**src/rtl/uart_doc_loader_if.sv**
```systemverilog
// Bundle between the UART document loader and its consumer: receive line,
// loader controls, and the document write request.
interface uart_doc_loader_if;
   logic       RsRx;
   logic       load_en;
   logic       home;
   logic       wr_en;
   logic [8:0] wr_addr;
   logic [7:0] wr_data;
   logic       busy;
   logic       frame_err;

   modport master (
      input  RsRx, load_en, home,
      output wr_en, wr_addr, wr_data, busy, frame_err
   );

   modport slave (
      output RsRx, load_en, home,
      input  wr_en, wr_addr, wr_data, busy, frame_err
   );
endinterface

```
**src/rtl/uart_doc_loader.sv**
```systemverilog
// UART receiver that turns incoming text into {row,col} document RAM writes.
// Define UART_RX_PARITY_EN for 8E1 frames; default build is 8N1.
module uart_doc_loader #(
   parameter int unsigned CLK_FREQ = 100_000_000,
   parameter int unsigned BAUD     = 9600,
   parameter int unsigned COLS     = 20,
   parameter int unsigned ROWS     = 15
) (
   input  logic                   clk,
   input  logic                   rst,
   uart_doc_loader_if.master      doc
);
   localparam int unsigned DIV = CLK_FREQ / BAUD;
   localparam int unsigned CW  = $clog2(DIV);

   typedef enum logic [2:0] {
      IDLE,
      START,
      DATA,
`ifdef UART_RX_PARITY_EN
      PARITY,
`endif
      STOP,
      WRITE
   } state_e;

   state_e        state_q, state_d;
   logic [CW-1:0] cnt_q, cnt_d;
   logic [2:0]    bit_q, bit_d;
   logic [7:0]    shift_q, shift_d;
   logic          par_q, par_d;
   logic [3:0]    row_q, row_d;
   logic [4:0]    col_q, col_d;
   logic          wr_en_q, wr_en_d;
   logic [8:0]    wr_addr_q, wr_addr_d;
   logic [7:0]    wr_data_q, wr_data_d;
   logic          nl_q, nl_d;
   logic          ferr_q, ferr_d;
   logic          busy_q;
   logic [1:0]    sync_q;
   logic          prev_q;

   logic rx_c, fall_c, half_c, full_c, bad_c;

   assign rx_c   = sync_q[1];
   assign fall_c = prev_q & ~rx_c;
   assign half_c = (cnt_q == CW'(DIV / 2 - 1));
   assign full_c = (cnt_q == CW'(DIV - 1));
`ifdef UART_RX_PARITY_EN
   assign bad_c  = ~rx_c | par_q;
`else
   assign bad_c  = ~rx_c;
`endif

   always_ff @(posedge clk) begin
      if (rst) begin
         state_q   <= IDLE;
         cnt_q     <= '0;
         bit_q     <= '0;
         shift_q   <= '0;
         par_q     <= 1'b0;
         row_q     <= '0;
         col_q     <= '0;
         wr_en_q   <= 1'b0;
         wr_addr_q <= '0;
         wr_data_q <= '0;
         nl_q      <= 1'b0;
         ferr_q    <= 1'b0;
         busy_q    <= 1'b0;
         sync_q    <= 2'b11;
         prev_q    <= 1'b1;
      end else begin
         state_q   <= state_d;
         cnt_q     <= cnt_d;
         bit_q     <= bit_d;
         shift_q   <= shift_d;
         par_q     <= par_d;
         row_q     <= row_d;
         col_q     <= col_d;
         wr_en_q   <= wr_en_d;
         wr_addr_q <= wr_addr_d;
         wr_data_q <= wr_data_d;
         nl_q      <= nl_d;
         ferr_q    <= ferr_d;
         busy_q    <= (state_d != IDLE);
         sync_q    <= {sync_q[0], doc.RsRx};
         prev_q    <= rx_c;
      end
   end

   // Write request is registered on the stop-sample edge so wr_en coincides with WRITE.
   always_comb begin
      state_d   = state_q;
      cnt_d     = cnt_q + CW'(1);
      bit_d     = bit_q;
      shift_d   = shift_q;
      par_d     = par_q;
      wr_en_d   = 1'b0;
      wr_addr_d = wr_addr_q;
      wr_data_d = wr_data_q;
      nl_d      = 1'b0;
      ferr_d    = 1'b0;
      row_d     = row_q;
      col_d     = col_q;

      unique case (state_q)
         IDLE: begin
            if (fall_c) begin
               state_d = START;
               cnt_d   = '0;
            end
         end
         START: begin
            if (half_c) begin
               cnt_d   = '0;
               bit_d   = '0;
               par_d   = 1'b0;
               state_d = rx_c ? IDLE : DATA;
            end
         end
         DATA: begin
            if (full_c) begin
               cnt_d   = '0;
               shift_d = {rx_c, shift_q[7:1]};
               par_d   = par_q ^ rx_c;
               bit_d   = bit_q + 3'd1;
               if (bit_q == 3'd7) begin
`ifdef UART_RX_PARITY_EN
                  state_d = PARITY;
`else
                  state_d = STOP;
`endif
               end
            end
         end
`ifdef UART_RX_PARITY_EN
         PARITY: begin
            if (full_c) begin
               cnt_d   = '0;
               par_d   = par_q ^ rx_c;
               state_d = STOP;
            end
         end
`endif
         STOP: begin
            if (full_c) begin
               cnt_d = '0;
               if (bad_c) begin
                  ferr_d  = 1'b1;
                  state_d = IDLE;
               end else begin
                  state_d = WRITE;
                  if (doc.load_en) begin
                     if (shift_q >= 8'h20 && shift_q <= 8'h7E) begin
                        wr_en_d   = 1'b1;
                        wr_addr_d = {row_q, col_q};
                        wr_data_d = shift_q;
                     end else if (shift_q == 8'h0A) begin
                        nl_d = 1'b1;
                     end
                  end
               end
            end
         end
         WRITE: state_d = IDLE;
         default: state_d = IDLE;
      endcase

      // Cursor moves after the write; home overrides advance and newline.
      if (doc.home) begin
         row_d = '0;
         col_d = '0;
      end else if (state_q == WRITE && (wr_en_q || nl_q)) begin
         if (nl_q || col_q == 5'(COLS - 1)) begin
            col_d = '0;
            row_d = (row_q == 4'(ROWS - 1)) ? 4'd0 : row_q + 4'd1;
         end else begin
            col_d = col_q + 5'd1;
         end
      end
   end

   assign doc.wr_en     = wr_en_q;
   assign doc.wr_addr   = wr_addr_q;
   assign doc.wr_data   = wr_data_q;
   assign doc.busy      = busy_q;
   assign doc.frame_err = ferr_q;
endmodule
```
**src/flat_wrapper.sv**
```systemverilog
// flat-port wrapper written by rule: the top's interface ports become plain ports
module uart_doc_loader_flat 
#(
   parameter int unsigned CLK_FREQ = 100_000_000,
   parameter int unsigned BAUD     = 9600,
   parameter int unsigned COLS     = 20,
   parameter int unsigned ROWS     = 15
)
  (clk, rst, doc_RsRx, doc_load_en, doc_home, doc_wr_en, doc_wr_addr, doc_wr_data, doc_busy, doc_frame_err);
  uart_doc_loader_if doc_i ();
  input  logic clk;
  input  logic rst;
  input wire logic [$bits(doc_i.RsRx)-1:0] doc_RsRx;
  input wire logic [$bits(doc_i.load_en)-1:0] doc_load_en;
  input wire logic [$bits(doc_i.home)-1:0] doc_home;
  output wire logic [$bits(doc_i.wr_en)-1:0] doc_wr_en;
  output wire logic [$bits(doc_i.wr_addr)-1:0] doc_wr_addr;
  output wire logic [$bits(doc_i.wr_data)-1:0] doc_wr_data;
  output wire logic [$bits(doc_i.busy)-1:0] doc_busy;
  output wire logic [$bits(doc_i.frame_err)-1:0] doc_frame_err;
  assign doc_i.RsRx = doc_RsRx;
  assign doc_i.load_en = doc_load_en;
  assign doc_i.home = doc_home;
  assign doc_wr_en = doc_i.wr_en;
  assign doc_wr_addr = doc_i.wr_addr;
  assign doc_wr_data = doc_i.wr_data;
  assign doc_busy = doc_i.busy;
  assign doc_frame_err = doc_i.frame_err;
  uart_doc_loader #(.CLK_FREQ(CLK_FREQ), .BAUD(BAUD), .COLS(COLS), .ROWS(ROWS)) u_core (.clk(clk), .rst(rst), .doc(doc_i));
endmodule
```
**config.mk**
```make
export PLATFORM = sky130hd
export DESIGN_NAME = uart_doc_loader_flat
export DESIGN_NICKNAME = d
export VERILOG_FILES = /design/src/rtl/uart_doc_loader_if.sv /design/src/rtl/uart_doc_loader.sv /design/src/flat_wrapper.sv
export SDC_FILE = /design/constraint.sdc
export NUM_CORES = 1
export LEC_CHECK = 0
export BUFFER_PORTS_ARGS = -buffer_cell sky130_fd_sc_hd__buf_2
export CAP_MARGIN = 15
export CORE_ASPECT_RATIO = 1.2
export CORE_UTILIZATION = 58
export CTS_BUF_LIST = sky130_fd_sc_hd__clkbuf_8 sky130_fd_sc_hd__clkbuf_16
export CTS_CLUSTER_DIAMETER = 60
export DETAILED_ROUTE_END_ITERATION = 16
export PLACE_DENSITY = 0.79
export RECOVER_POWER = 25
export SYNTH_ARGS = -nofsm -noshare
export SYNTH_HDL_FRONTEND = slang
export SYNTH_SLANG_ARGS = --single-unit
```
**constraint.sdc**
```tcl
create_clock -name clk -period 3.05 [get_ports clk]
set_clock_uncertainty 0.2 [all_clocks]
set_input_delay 0.61 -clock clk [delete_from_list [all_inputs] [get_ports clk]]
set_output_delay 0.61 -clock clk [all_outputs]
set_load 0.02 [all_outputs]
```
==> results_dict.tcl <==
set metrics [dict create \
    status "finished, final reports clean" \
    rr_endpoint "u_core.cnt_q[4]$_SDFF_PP0_" \
    drv_slew 0 \
    synthToLayoutAreaGrowth_pct 13.1 \
    worstMarginPinSlew_ps 671 \
    synth_edf_count 0 \
    wire_per_inst_um 12.6 \
    ys.flop_type "dfxtp_1" \
    path_max_fanout 14 \
    cts_buffer_depth 2 \
    ys_types 45 \
    period_share 0.810 \
    grt_max_degree 40 \
    initialDrtViolationCount 147 \
    critPathLaunchType "flip-flop" \
    io_pins 25 \
    power.share.combinational 0.026 \
    synth_cells 272 \
    synth_most_common_cell "dfxtp_1" \
    drive_gt1_frac 0.125 \
    crit_path_end_kind "flip-flop" \
    crit_required_ps 3040 \
    tns_ps 0 \
    num_vias 1910 \
    post_cts_buffers 0 \
    routed_wl_um 4500 \
    holdWs_ps 209 \
    peakVddDrop_mv 0.482 \
    hold_violations 0 \
    hold_path_startpoint "u_core.sync_q[0]$_SDFF_PP1_" \
    crit_arrival_ps 2460 \
    die_w_um 62.1 \
    power.internal_uw 1200 \
    hold_class "flip-flop to flip-flop" \
    dpl.hpwl_um 3120 \
    start_util 0.624 \
    antenna_cells 0 \
    yosysSeqAreaShare 0.485 \
    drt-vias-per-instance 5.34 \
    rsz0062_at_grt "no" \
    async_flop_share 0 \
    syn_nets 281 \
    path_clk_slew_ps 60 \
    overflow 0 \
    syn_area_per_cell_um2 9.26 \
    p_leak_uw 0.00103 \
    ys_ff_latch 61 \
    grt_antenna_before_repair 0 \
    drc 0 \
    grt_pass1_wl_um 7900 \
    clock_power_share 0.440 \
    rows 25 \
    cts_tree "built" \
    r2r_slack_ps 580 \
    cellPowerDensity_nw_per_um2 535 \
    hold_buffers 0 \
    grt_pass1_vias 1827 \
    setup.worst_path.start "u_core.cnt_q[0]$_SDFF_PP0_" \
    numCtsBuffers 9 \
    cts_resized 0 \
    root_buffer "clkbuf_8" \
    drt_first_pass_iters 4 \
    fin_crit_ps 2470 \
    antenna_left 0 \
    cts_sinks 61 \
    die_h_um 74.2 \
    r2r-start "u_core.cnt_q[0]$_SDFF_PP0_" \
    r2r_cells 6 \
    p_switching_uw 323 \
    synth_top_area_cell "dfxtp_1" \
    ctsHtreeMaxLevel 3 \
    swShare 0.212 \
    synth_common_cells "dfxtp_1, nor2_1, nand2_1" \
    seqPwrFrac 0.534 \
    crit_type "flip-flop to flip-flop" \
    setup_viol 0 \
    numPortBuffers 24 \
    drv_cap 0 \
    synth_area_um2 2520 \
    max_freq_mhz 405 \
    yosys_warnings 0 \
    slew_headroom 0.552 \
    hold_end "u_core.sync_q[1]$_SDFF_PP1_" \
    dieArea_um2 4610 \
    netlist_top_cells_area "dfxtp_1, mux2i_1, nor2_1, nand2_1, xnor2_1" \
    layout.nets 308 \
    gp_congestion 0.843 \
    fp.coreArea_um2 4040 \
    clk-insertion-delay-late_ps 330 \
    yosysTopAreaCellShare 0.485 \
    hold_depth 1 \
    grt_usage 0.223 \
]
-- registers in the layout (all words and copies together), names as in the netlist --
name                  count
u_core.sync_q             2
u_core.bit_q              3
u_core.doc.busy           1
u_core.doc.wr_en          1
u_core.doc.frame_err      1
u_core.doc.wr_addr        9
u_core.state_q            3
u_core.row_q              4
u_core.prev_q             1
u_core.cnt_q             14
u_core.shift_q            8
u_core.col_q              5
u_core.nl_q               1
u_core.doc.wr_data        8
-- placed cells by master, fill, tap and decap left out, types with 4 or more instances in the layout --
cell      count
nand4_1       6
nor3_1        6
ha_1          4
buf_2         8
nand3_1       7
a21oi_1       9
clkbuf_8     13
and3_1        4
xor2_1        8
o21ai_0       6
nor2_1       45
dfxtp_1      61
mux2i_1      18
clkbuf_1     16
nand2_1      32
xnor2_1       8
inv_1         5
-- stage by stage --
stage | cells | setup slack [ps] | power, µW | area, µm² | util
6_report | 358 | 580 | 1520 | 2850 | 0.706
5_1_grt | 358 | 421 | 1590 | 2850 | 0.706
4_1_cts | 358 | 582 | 1540 | 2870 | 0.711
3_5_place_dp | 342 | 580 | 870 | 2670 | 0.662
3_3_place_gp | 342 | 664 | 869 | 2670 | 0.662
2_1_floorplan | 272 | 852 | 861 | 2520 | -
-- per-layer routing --
metal / track usage / vias up / routed length, µm
met5: 0 / - / 0
met4: 0.168 / 0 / 121
met3: 0.0475 / 10 / 158
met1: 0.270 / 872 / 2150
li1: - / 990 / -
met2: 0.354 / 38 / 2060
-- power groups by stage --
stage,clock [µW],sequential (µW),combinational [µW]
final,670,812,39.9
after global routing,727,813,45.5
after CTS,686,812,40.5
after detailed placement,0,830,40.2
after global placement,0,830,39.3
after floorplan,0,828,32.6
-- cell type report --
class,instances,area (µm²)
multi-input combinational,196,1230
timing repair buffer,26,115
tap,54,67.6
clock inverter,3,17.5
inverter,5,18.8
fill,335,1190
clock buffer,13,179
sequential,61,1220
-- critical path, cell delays in order, from the launching register on --
cell and delay (ps):
dfxtp_1 370, ha_1 210, and3_1 280, nand4_2 220, a221o_1 420, a21oi_2 510, nor2_1 110
-- logic make-up (layout without fill, tap and decap cells) --
group / Yosys count / count (layout) / synth area share
mux: 18 / 18 / 0.0716
simple gates: 128 / 128 / 0.264
flops: 61 / 61 / 0.485
xor+xnor: 16 / 16 / 0.0557
compound gates: 30 / 30 / 0.0741
buf+inv: 15 / 47 / 0.0293
fa+ha+maj: 4 / 4 / 0.0199
-- worst max path at each step --
stage / cells after the start / to / slack [ps]
after detailed placement: 6 / u_core.cnt_q[10]$_SDFF_PP0_ / 580
after global placement: 6 / u_core.cnt_q[2]$_SDFF_PP0_ / 660
final: 6 / u_core.cnt_q[4]$_SDFF_PP0_ / 580
after CTS: 6 / u_core.cnt_q[4]$_SDFF_PP0_ / 580
after floorplan: 8 / u_core.cnt_q[10]$_SDFF_PP0_ / 850
after global routing: 6 / u_core.cnt_q[5]$_SDFF_PP0_ / 420
(Power assumes the default switching activity.)
